## config.mk

```make
export PLATFORM = sky130hd
export DESIGN_NAME = mem_wb_stage_p_flat
export DESIGN_NICKNAME = d
export VERILOG_FILES = /design/src/rtl/mem_wb_stage_p_if.sv /design/src/rtl/mem_wb_stage_p.sv /design/src/flat_wrapper.sv
export SDC_FILE = /design/constraint.sdc
export NUM_CORES = 1
export LEC_CHECK = 0
export ABC_AREA = 1
export BUFFER_PORTS_ARGS = -buffer_cell sky130_fd_sc_hd__buf_4
export CAP_MARGIN = 25
export CORE_UTILIZATION = 49
export CTS_CLUSTER_DIAMETER = 120
export DETAILED_ROUTE_END_ITERATION = 10
export PLACE_DENSITY = 0.82
export SYNTH_ARGS = -nofsm -noshare
export SYNTH_HDL_FRONTEND = slang
export SYNTH_SLANG_ARGS = --single-unit
```

## constraint.sdc

```tcl
create_clock -name clk -period 1.6 [get_ports clk]
set_clock_uncertainty 0.05 [all_clocks]
set_input_delay 0.32 -clock clk [delete_from_list [all_inputs] [get_ports clk]]
set_output_delay 0.32 -clock clk [all_outputs]
set_load 0.01 [all_outputs]
```

## src/rtl/mem_wb_stage_p_if.sv

```systemverilog
// Bundle between mem_wb_stage_p and its neighbours: the upstream instruction
// handshake, the variable-latency memory port and the write-back result.
interface mem_wb_stage_p_if #(
  parameter int DATA_W     = 16,
  parameter int REG_ADDR_W = 3
);
  // Handshakes: an instruction moves when inValid & inReady are both high at a
  // rising edge; a memory request completes when memAck is high at a rising
  // edge while memReq is high. memReq/memAddr/memWdata/memWrOut stay stable
  // until that edge, and outValid is a single-cycle pulse with no back-pressure.
  logic                  inValid;
  logic                  inReady;
  logic                  memEn;
  logic                  memWrt;
  logic                  halt;
  logic                  regWrt;
  logic [2:0]            regWrtSrc;
  logic [REG_ADDR_W-1:0] writeReg;
  logic [DATA_W-1:0]     aluOut;
  logic [DATA_W-1:0]     setVal;
  logic [DATA_W-1:0]     reg1Data;
  logic [DATA_W-1:0]     reg2Data;
  logic [DATA_W-1:0]     nextPc;
  logic [15:0]           instr;

  logic                  memReq;
  logic                  memWrOut;
  logic [DATA_W-1:0]     memAddr;
  logic [DATA_W-1:0]     memWdata;
  logic [DATA_W-1:0]     memRdata;
  logic                  memAck;

  logic                  outValid;
  logic                  regWrtOut;
  logic [REG_ADDR_W-1:0] writeRegOut;
  logic [DATA_W-1:0]     regWriteData;
  logic [DATA_W-1:0]     memOut;
  logic                  err;
  logic                  dumpOut;

  modport slave (
    input  inValid, memEn, memWrt, halt, regWrt, regWrtSrc, writeReg,
    input  aluOut, setVal, reg1Data, reg2Data, nextPc, instr,
    input  memRdata, memAck,
    output inReady, memReq, memWrOut, memAddr, memWdata,
    output outValid, regWrtOut, writeRegOut, regWriteData, memOut, err, dumpOut
  );

  modport master (
    output inValid, memEn, memWrt, halt, regWrt, regWrtSrc, writeReg,
    output aluOut, setVal, reg1Data, reg2Data, nextPc, instr,
    output memRdata, memAck,
    input  inReady, memReq, memWrOut, memAddr, memWdata,
    input  outValid, regWrtOut, writeRegOut, regWriteData, memOut, err, dumpOut
  );
endinterface

```

## src/rtl/mem_wb_stage_p.sv

```systemverilog
// Memory / write-back stage: one instruction in flight, multi-cycle memory
// access, seven-way write-back select. Optional memAck timeout: MEM_TIMEOUT_EN.
module mem_wb_stage_p #(
  parameter int DATA_W     = 16,
  parameter int REG_ADDR_W = 3,
  parameter int TIMEOUT    = 64
) (
  input  logic             clk,
  input  logic             rst,
  mem_wb_stage_p_if.slave  bus,
  output logic [1:0]       state_o
);
  typedef enum logic [1:0] {
    S_IDLE   = 2'd0,
    S_WAIT   = 2'd1,
    S_HALTED = 2'd2
  } state_e;

  if (DATA_W < 16) begin : g_bad_data_w
    $error("mem_wb_stage_p: DATA_W must be >= 16");
  end
  if (TIMEOUT < 1) begin : g_bad_timeout
    $error("mem_wb_stage_p: TIMEOUT must be >= 1");
  end

  state_e                state_q;
  logic                  halt_q, regwrt_q, store_q;
  logic [2:0]            src_q;
  logic [REG_ADDR_W-1:0] wreg_q;
  logic [DATA_W-1:0]     pre_q;

  logic                  mem_req_q, mem_wr_q;
  logic [DATA_W-1:0]     mem_addr_q, mem_wdata_q;
  logic                  out_valid_q, reg_wrt_out_q, err_q, dump_q;
  logic [REG_ADDR_W-1:0] write_reg_out_q;
  logic [DATA_W-1:0]     wb_data_q, mem_out_q;

`ifdef MEM_TIMEOUT_EN
  localparam int CNT_W = $clog2(TIMEOUT + 1);
  logic [CNT_W-1:0] cnt_q;
`endif

  function automatic logic [DATA_W-1:0] bit_rev(input logic [DATA_W-1:0] v);
    logic [DATA_W-1:0] r;
    for (int i = 0; i < DATA_W; i++) r[i] = v[DATA_W-1-i];
    return r;
  endfunction

  // Every source except fresh load data is known at capture time; source 0
  // falls back to the last load value for instructions that do not load.
  logic [DATA_W-1:0] pre_d;
  always_comb begin
    pre_d = '0;
    case (bus.regWrtSrc)
      3'd0:    pre_d = mem_out_q;
      3'd1:    pre_d = bus.aluOut;
      3'd2:    pre_d = bus.nextPc;
      3'd3:    pre_d = bus.setVal;
      3'd4:    pre_d = {{(DATA_W-8){bus.instr[7]}}, bus.instr[7:0]};
      3'd5:    pre_d = {bus.reg1Data[DATA_W-9:0], bus.instr[7:0]};
      3'd6:    pre_d = bit_rev(bus.reg1Data);
      default: pre_d = '0;
    endcase
  end

  logic                  xfer, ack, tmo, retire, r_ill, r_rw, r_halt;
  logic [2:0]            r_src;
  logic [REG_ADDR_W-1:0] r_wreg;
  logic [DATA_W-1:0]     r_val;

  always_comb begin
    xfer   = (state_q == S_IDLE) && bus.inValid;
    ack    = (state_q == S_WAIT) && mem_req_q && bus.memAck;
    retire = (xfer && !bus.memEn) || ack;
    if (xfer) begin
      r_src  = bus.regWrtSrc;
      r_rw   = bus.regWrt;
      r_halt = bus.halt;
      r_wreg = bus.writeReg;
      r_val  = pre_d;
    end else begin
      r_src  = src_q;
      r_rw   = regwrt_q;
      r_halt = halt_q;
      r_wreg = wreg_q;
      r_val  = (src_q == 3'd0 && !store_q) ? bus.memRdata : pre_q;
    end
    r_ill = (r_src == 3'd7);
  end

`ifdef MEM_TIMEOUT_EN
  assign tmo = (state_q == S_WAIT) && mem_req_q && !bus.memAck &&
               (cnt_q == CNT_W'(TIMEOUT - 1));
`else
  assign tmo = 1'b0;
`endif

  always_ff @(posedge clk) begin
    if (rst) begin
      state_q         <= S_IDLE;
      halt_q          <= 1'b0;
      regwrt_q        <= 1'b0;
      store_q         <= 1'b0;
      src_q           <= '0;
      wreg_q          <= '0;
      pre_q           <= '0;
      mem_req_q       <= 1'b0;
      mem_wr_q        <= 1'b0;
      mem_addr_q      <= '0;
      mem_wdata_q     <= '0;
      out_valid_q     <= 1'b0;
      reg_wrt_out_q   <= 1'b0;
      write_reg_out_q <= '0;
      wb_data_q       <= '0;
      mem_out_q       <= '0;
      err_q           <= 1'b0;
      dump_q          <= 1'b0;
`ifdef MEM_TIMEOUT_EN
      cnt_q           <= '0;
`endif
    end else begin
      out_valid_q   <= 1'b0;
      reg_wrt_out_q <= 1'b0;
      dump_q        <= 1'b0;
      case (state_q)
        S_IDLE: if (xfer) begin
          halt_q   <= bus.halt;
          regwrt_q <= bus.regWrt;
          store_q  <= bus.memWrt;
          src_q    <= bus.regWrtSrc;
          wreg_q   <= bus.writeReg;
          pre_q    <= pre_d;
          if (bus.memEn) begin
            state_q     <= S_WAIT;
            mem_req_q   <= 1'b1;
            mem_wr_q    <= bus.memWrt;
            mem_addr_q  <= bus.aluOut;
            mem_wdata_q <= bus.reg2Data;
`ifdef MEM_TIMEOUT_EN
            cnt_q       <= '0;
`endif
          end
        end
        S_WAIT: begin
          if (ack || tmo) begin
            mem_req_q <= 1'b0;
            mem_wr_q  <= 1'b0;
          end
          if (ack && !store_q) mem_out_q <= bus.memRdata;
`ifdef MEM_TIMEOUT_EN
          if (!ack && !tmo) cnt_q <= cnt_q + 1'b1;
`endif
        end
        default: ;
      endcase

      if (retire) begin
        out_valid_q     <= 1'b1;
        reg_wrt_out_q   <= r_rw && !r_ill;
        write_reg_out_q <= r_wreg;
        wb_data_q       <= r_ill ? '0 : r_val;
        err_q           <= err_q || r_ill;
        // One dump per event: a halt, or the first rise of err.
        dump_q          <= r_halt || (r_ill && !err_q);
        state_q         <= r_halt ? S_HALTED : S_IDLE;
      end

      if (tmo) begin
        out_valid_q     <= 1'b1;
        reg_wrt_out_q   <= 1'b0;
        write_reg_out_q <= wreg_q;
        wb_data_q       <= '0;
        err_q           <= 1'b1;
        dump_q          <= 1'b1;
        state_q         <= halt_q ? S_HALTED : S_IDLE;
      end
    end
  end

  logic unused_instr;
  assign unused_instr = ^bus.instr[15:8];

  assign state_o          = state_q;
  assign bus.inReady      = (state_q == S_IDLE);
  assign bus.memReq       = mem_req_q;
  assign bus.memWrOut     = mem_wr_q;
  assign bus.memAddr      = mem_addr_q;
  assign bus.memWdata     = mem_wdata_q;
  assign bus.outValid     = out_valid_q;
  assign bus.regWrtOut    = reg_wrt_out_q;
  assign bus.writeRegOut  = write_reg_out_q;
  assign bus.regWriteData = wb_data_q;
  assign bus.memOut       = mem_out_q;
  assign bus.err          = err_q;
  assign bus.dumpOut      = dump_q;
endmodule

```

## src/flat_wrapper.sv

```systemverilog
// flat-port wrapper written by rule: the top's interface ports become plain ports
module mem_wb_stage_p_flat 
#(
  parameter int DATA_W     = 16,
  parameter int REG_ADDR_W = 3,
  parameter int TIMEOUT    = 64
)
  (clk, rst, state_o, bus_inValid, bus_memEn, bus_memWrt, bus_halt, bus_regWrt, bus_regWrtSrc, bus_writeReg, bus_aluOut, bus_setVal, bus_reg1Data, bus_reg2Data, bus_nextPc, bus_instr, bus_memRdata, bus_memAck, bus_inReady, bus_memReq, bus_memWrOut, bus_memAddr, bus_memWdata, bus_outValid, bus_regWrtOut, bus_writeRegOut, bus_regWriteData, bus_memOut, bus_err, bus_dumpOut);
  mem_wb_stage_p_if #(.DATA_W(DATA_W), .REG_ADDR_W(REG_ADDR_W)) bus_i ();
  input  logic clk;
  input  logic rst;
  output logic [1:0] state_o;
  input wire logic [$bits(bus_i.inValid)-1:0] bus_inValid;
  input wire logic [$bits(bus_i.memEn)-1:0] bus_memEn;
  input wire logic [$bits(bus_i.memWrt)-1:0] bus_memWrt;
  input wire logic [$bits(bus_i.halt)-1:0] bus_halt;
  input wire logic [$bits(bus_i.regWrt)-1:0] bus_regWrt;
  input wire logic [$bits(bus_i.regWrtSrc)-1:0] bus_regWrtSrc;
  input wire logic [$bits(bus_i.writeReg)-1:0] bus_writeReg;
  input wire logic [$bits(bus_i.aluOut)-1:0] bus_aluOut;
  input wire logic [$bits(bus_i.setVal)-1:0] bus_setVal;
  input wire logic [$bits(bus_i.reg1Data)-1:0] bus_reg1Data;
  input wire logic [$bits(bus_i.reg2Data)-1:0] bus_reg2Data;
  input wire logic [$bits(bus_i.nextPc)-1:0] bus_nextPc;
  input wire logic [$bits(bus_i.instr)-1:0] bus_instr;
  input wire logic [$bits(bus_i.memRdata)-1:0] bus_memRdata;
  input wire logic [$bits(bus_i.memAck)-1:0] bus_memAck;
  output wire logic [$bits(bus_i.inReady)-1:0] bus_inReady;
  output wire logic [$bits(bus_i.memReq)-1:0] bus_memReq;
  output wire logic [$bits(bus_i.memWrOut)-1:0] bus_memWrOut;
  output wire logic [$bits(bus_i.memAddr)-1:0] bus_memAddr;
  output wire logic [$bits(bus_i.memWdata)-1:0] bus_memWdata;
  output wire logic [$bits(bus_i.outValid)-1:0] bus_outValid;
  output wire logic [$bits(bus_i.regWrtOut)-1:0] bus_regWrtOut;
  output wire logic [$bits(bus_i.writeRegOut)-1:0] bus_writeRegOut;
  output wire logic [$bits(bus_i.regWriteData)-1:0] bus_regWriteData;
  output wire logic [$bits(bus_i.memOut)-1:0] bus_memOut;
  output wire logic [$bits(bus_i.err)-1:0] bus_err;
  output wire logic [$bits(bus_i.dumpOut)-1:0] bus_dumpOut;
  assign bus_i.inValid = bus_inValid;
  assign bus_i.memEn = bus_memEn;
  assign bus_i.memWrt = bus_memWrt;
  assign bus_i.halt = bus_halt;
  assign bus_i.regWrt = bus_regWrt;
  assign bus_i.regWrtSrc = bus_regWrtSrc;
  assign bus_i.writeReg = bus_writeReg;
  assign bus_i.aluOut = bus_aluOut;
  assign bus_i.setVal = bus_setVal;
  assign bus_i.reg1Data = bus_reg1Data;
  assign bus_i.reg2Data = bus_reg2Data;
  assign bus_i.nextPc = bus_nextPc;
  assign bus_i.instr = bus_instr;
  assign bus_i.memRdata = bus_memRdata;
  assign bus_i.memAck = bus_memAck;
  assign bus_inReady = bus_i.inReady;
  assign bus_memReq = bus_i.memReq;
  assign bus_memWrOut = bus_i.memWrOut;
  assign bus_memAddr = bus_i.memAddr;
  assign bus_memWdata = bus_i.memWdata;
  assign bus_outValid = bus_i.outValid;
  assign bus_regWrtOut = bus_i.regWrtOut;
  assign bus_writeRegOut = bus_i.writeRegOut;
  assign bus_regWriteData = bus_i.regWriteData;
  assign bus_memOut = bus_i.memOut;
  assign bus_err = bus_i.err;
  assign bus_dumpOut = bus_i.dumpOut;
  mem_wb_stage_p #(.DATA_W(DATA_W), .REG_ADDR_W(REG_ADDR_W), .TIMEOUT(TIMEOUT)) u_core (.clk(clk), .rst(rst), .bus(bus_i), .state_o(state_o));
endmodule
```

==> summary.md <==
| Metric | Value |
|---|---|
| Total power | 5.957 mW |
| Final Routed Wirelength | 15.38 mm |
| DR vias/cell | 5.252 |
| Buffers on Ports | 193 |
| Hold_buf cts | 0 |
| Met1 GRT Util | 0.3498 |
| Worst setup EP type | flip-flop |
| Initial Util | 0.5058 |
| Final Hold Violating Endpoints | 0 |
| Area contributors post-synth | dfxtp_1 (40%), nand2_1 (11%), nand4_1 (8.1%), a21oi_1 (7.8%), o21ai_0 (7.2%) |
| Post-Route Utilization | 0.7005 |
| CP arrival | 1700 ps |
| YS warnings | 0 |
| Root buffer cell | clkbuf_8 |
| Top-count cell post-synth | nand2_1 |
| Post-synth EDFFs | 0 |
| Final ANT Viol Nets | 0 |
| Final period utilization | 0.9402 |
| Setup crit start kind | flip-flop |
| CP max-delay cell | dfxtp_2 |
| Cell Chain, Critical Path | nor2_4 -> nand2_4 -> buf_12 -> o21ai_2 -> nand3_2 -> nand2_4 -> inv_8 -> nand2_1 -> a21oi_1 |
| Die X | 102.4 um |
| # fillers | 836 |
| Largest net degree at the start of global routing | 58 |
| Area fraction of the dominant cell type after synthesis | 0.4050 |
| Setup TNS | 0 ps |
| Gr usage total | 0.2980 |
| Final setup vio count | 0 |
| Min-delay worst type | in -> reg |
| Top FF cell, synth | dfxtp_1 |
| Synthesized area | 0.004943 sq mm |
| Grt peak-use layer | met2 |
| Avg WL per Cell | 14.76 um |
| Detailed Place HPWL | 11.52 mm |
| Most used cell, CP | nand2_4 |
| Pre-antenna DRT Iters | 5 |
| Area growth syn-to-layout | 38.50% |
| Status | complete, no violations |
| Pwr dens | 870.0 mW/mm^2 |
| Type of the worst setup path | reg -> reg |
| Ant diodes | 0 |
| Synthesis-stage register bit count | 100 |
| CP required | 1790 ps |
| Detailed Route Iter0 Violations | 299 |
| Overflow after GRT | 0 |
| Syn Inst Count | 725 |
| Vias | 5473 |
| Area leader, netlist | dfxtp_1 |
| TritonCTS Buffers | 9 |
| FP Rows | 36 |
| Clock latency on the worst-skew pair | 360 ps |
| Core Box Area | 0.009774 sq mm |
| Max-Cap Viols | 0 |
| CTS HTree Levels | 3 |
| Gpl congestion | 0.9034 |
| IO Pins | 202 |
| Worst-path fanout max | 16 |
| First-pass GRT wire length | 24.07 mm |
| Met2 Resource Use GR | 0.5118 |
| CTS tree | built |
| Net Count, Synth | 851 |
| Clock sink count | 100 |
| RSZ-0062 raised after global routing | no |
| Worst vdd ir | 598.8 uV |
| Met3 Usage GRT | 0.07319 |
| Share of layout cells above drive strength 1 | 0.3091 |
| Worst-case clock buffer depth | 2 |
| Avg Inst Size Synth | 6.819 sq um |
| Number of global-route vias before repair | 5241 |
| Initial antenna violation count | 0 |
| Clock Pin Slew Worst Setup and Hold Paths | 100 ps |
| Post-CTS setup buffer count | 0 |
| Nets | 1030 |
| Slew margin rel. | 0.7370 |
| Seq/Total Area, Yosys | 0.4050 |
| CP max stage delay | 350 ps |
| Drt drc | 0 |
| Leak | 3.276 nW |
| Die Area | 0.01049 sq mm |
| Worst-Margin Slew | 394.6 ps |
| Commonest cells post-synth | nand2_1 (149), dfxtp_1 (100), nor2_1 (94) |
| Post-synth ARST share | 0 |
| Clock period minus final worst setup slack | 1504 ps |
| Synth cell types | 29 |
| Max Freq | 664.7 MHz |
| Final Slew Violations | 0 |
| Die Ht | 102.4 um |
final cells by class:
class	instances	area [sq um]	area share
clock inverters	6	71.32	0.01042
well taps	133	166.4	0.02431
repair buffers	224	1798	0.2626
clock buffers	10	127.6	0.01864
multi-input cells	511	2449	0.3576
flip-flops and latches	100	2004	0.2928
inverters	58	230.2	0.03363
flip-flops by register name, summed over array words and instances (netlist names), 2 cells and up:
signal                   cells
u_core.bus.memAddr          16
u_core.bus.memOut           16
u_core.bus.memWdata         16
u_core.bus.regWriteData     16
u_core.pre_q                16
u_core.bus.writeRegOut       3
u_core.src_q                 3
u_core.wreg_q                3
u_core.state_o               2
cell usage in the layout (no fill, tap or decap), types with 10 or more instances in the layout:
cell     Yosys  routed
o21ai_0     71      71
a21oi_2     10      10
buf_4        2     214
nor2_1      94      94
a21oi_1     77      77
nand4_1     64      64
nand2_1    149     149
inv_1       51      51
nand2_2     13      11
dfxtp_1    100      98
nand3_1     15      15
logic make-up (layout without fill, tap and decap cells):
logic type	Yosys count	count (layout)	share of synthesized area
and+or+nand+nor	348	348	0.3179
buffers and inverters	114	298	0.1017
AOI/OAI and AO/OA	163	163	0.1754
DFF	100	100	0.4050
power breakdown:
part           switching [mW]  internal (mW)  leakage (nW)  total [mW]
sequential             0.0906           2.67         0.818        2.76
combinational           0.844          0.698          2.36        1.54
clock                   0.918          0.742        0.0988        1.66
total                    1.85           4.10          3.28        5.96
per-stage QoR:
stage | area, sq um | hold slack, ps | worst slack (ps) | cells
after floorplan | 4943 | 394.4 | 57.32 | 725
after global placement | 6621 | 401.9 | -25.99 | 1026
after detailed placement | 6621 | 403.5 | -48.49 | 1026
after CTS | 6820 | 113.8 | 45.46 | 1042
after global routing | 6847 | 116.9 | 9.293 | 1042
final | 6847 | 128.1 | 95.63 | 1042
what timing repair did:
item,4_1_cts,5_1_grt
endpoints found under the setup margin,0,18
endpoints found under the hold margin,0,0
gates resized for setup,0,10
worst paths after layout:
path	startpoint	endpoint	slack, ps	cells after the start
worst max register to register	u_core.state_o[0]	u_core.bus.regWriteData[0]	100	9
worst max-delay path	u_core.state_o[0]	u_core.bus.regWriteData[0]	100	9
worst min register to register	u_core.bus.memOut[15]	u_core.bus.memOut[15]	420	2
worst min-delay path	bus_reg2Data[7]	u_core.bus.memWdata[7]	130	3
worst max-delay path, delay by kind of cell, from the launching register on:
kind / cells / cell delay [ps]
and+or+nand+nor: 5 / 550
DFF: 1 / 350
AOI/OAI and AO/OA: 2 / 230
buffers and inverters: 2 / 220
per-layer routing:
layer	vias to the layer above	share of wire
met1	2471	0.41
li1	2753	-
met2	215	0.49
met5	-	0
met4	0	0.029
met3	34	0.073
(Power assumes the default switching activity.)
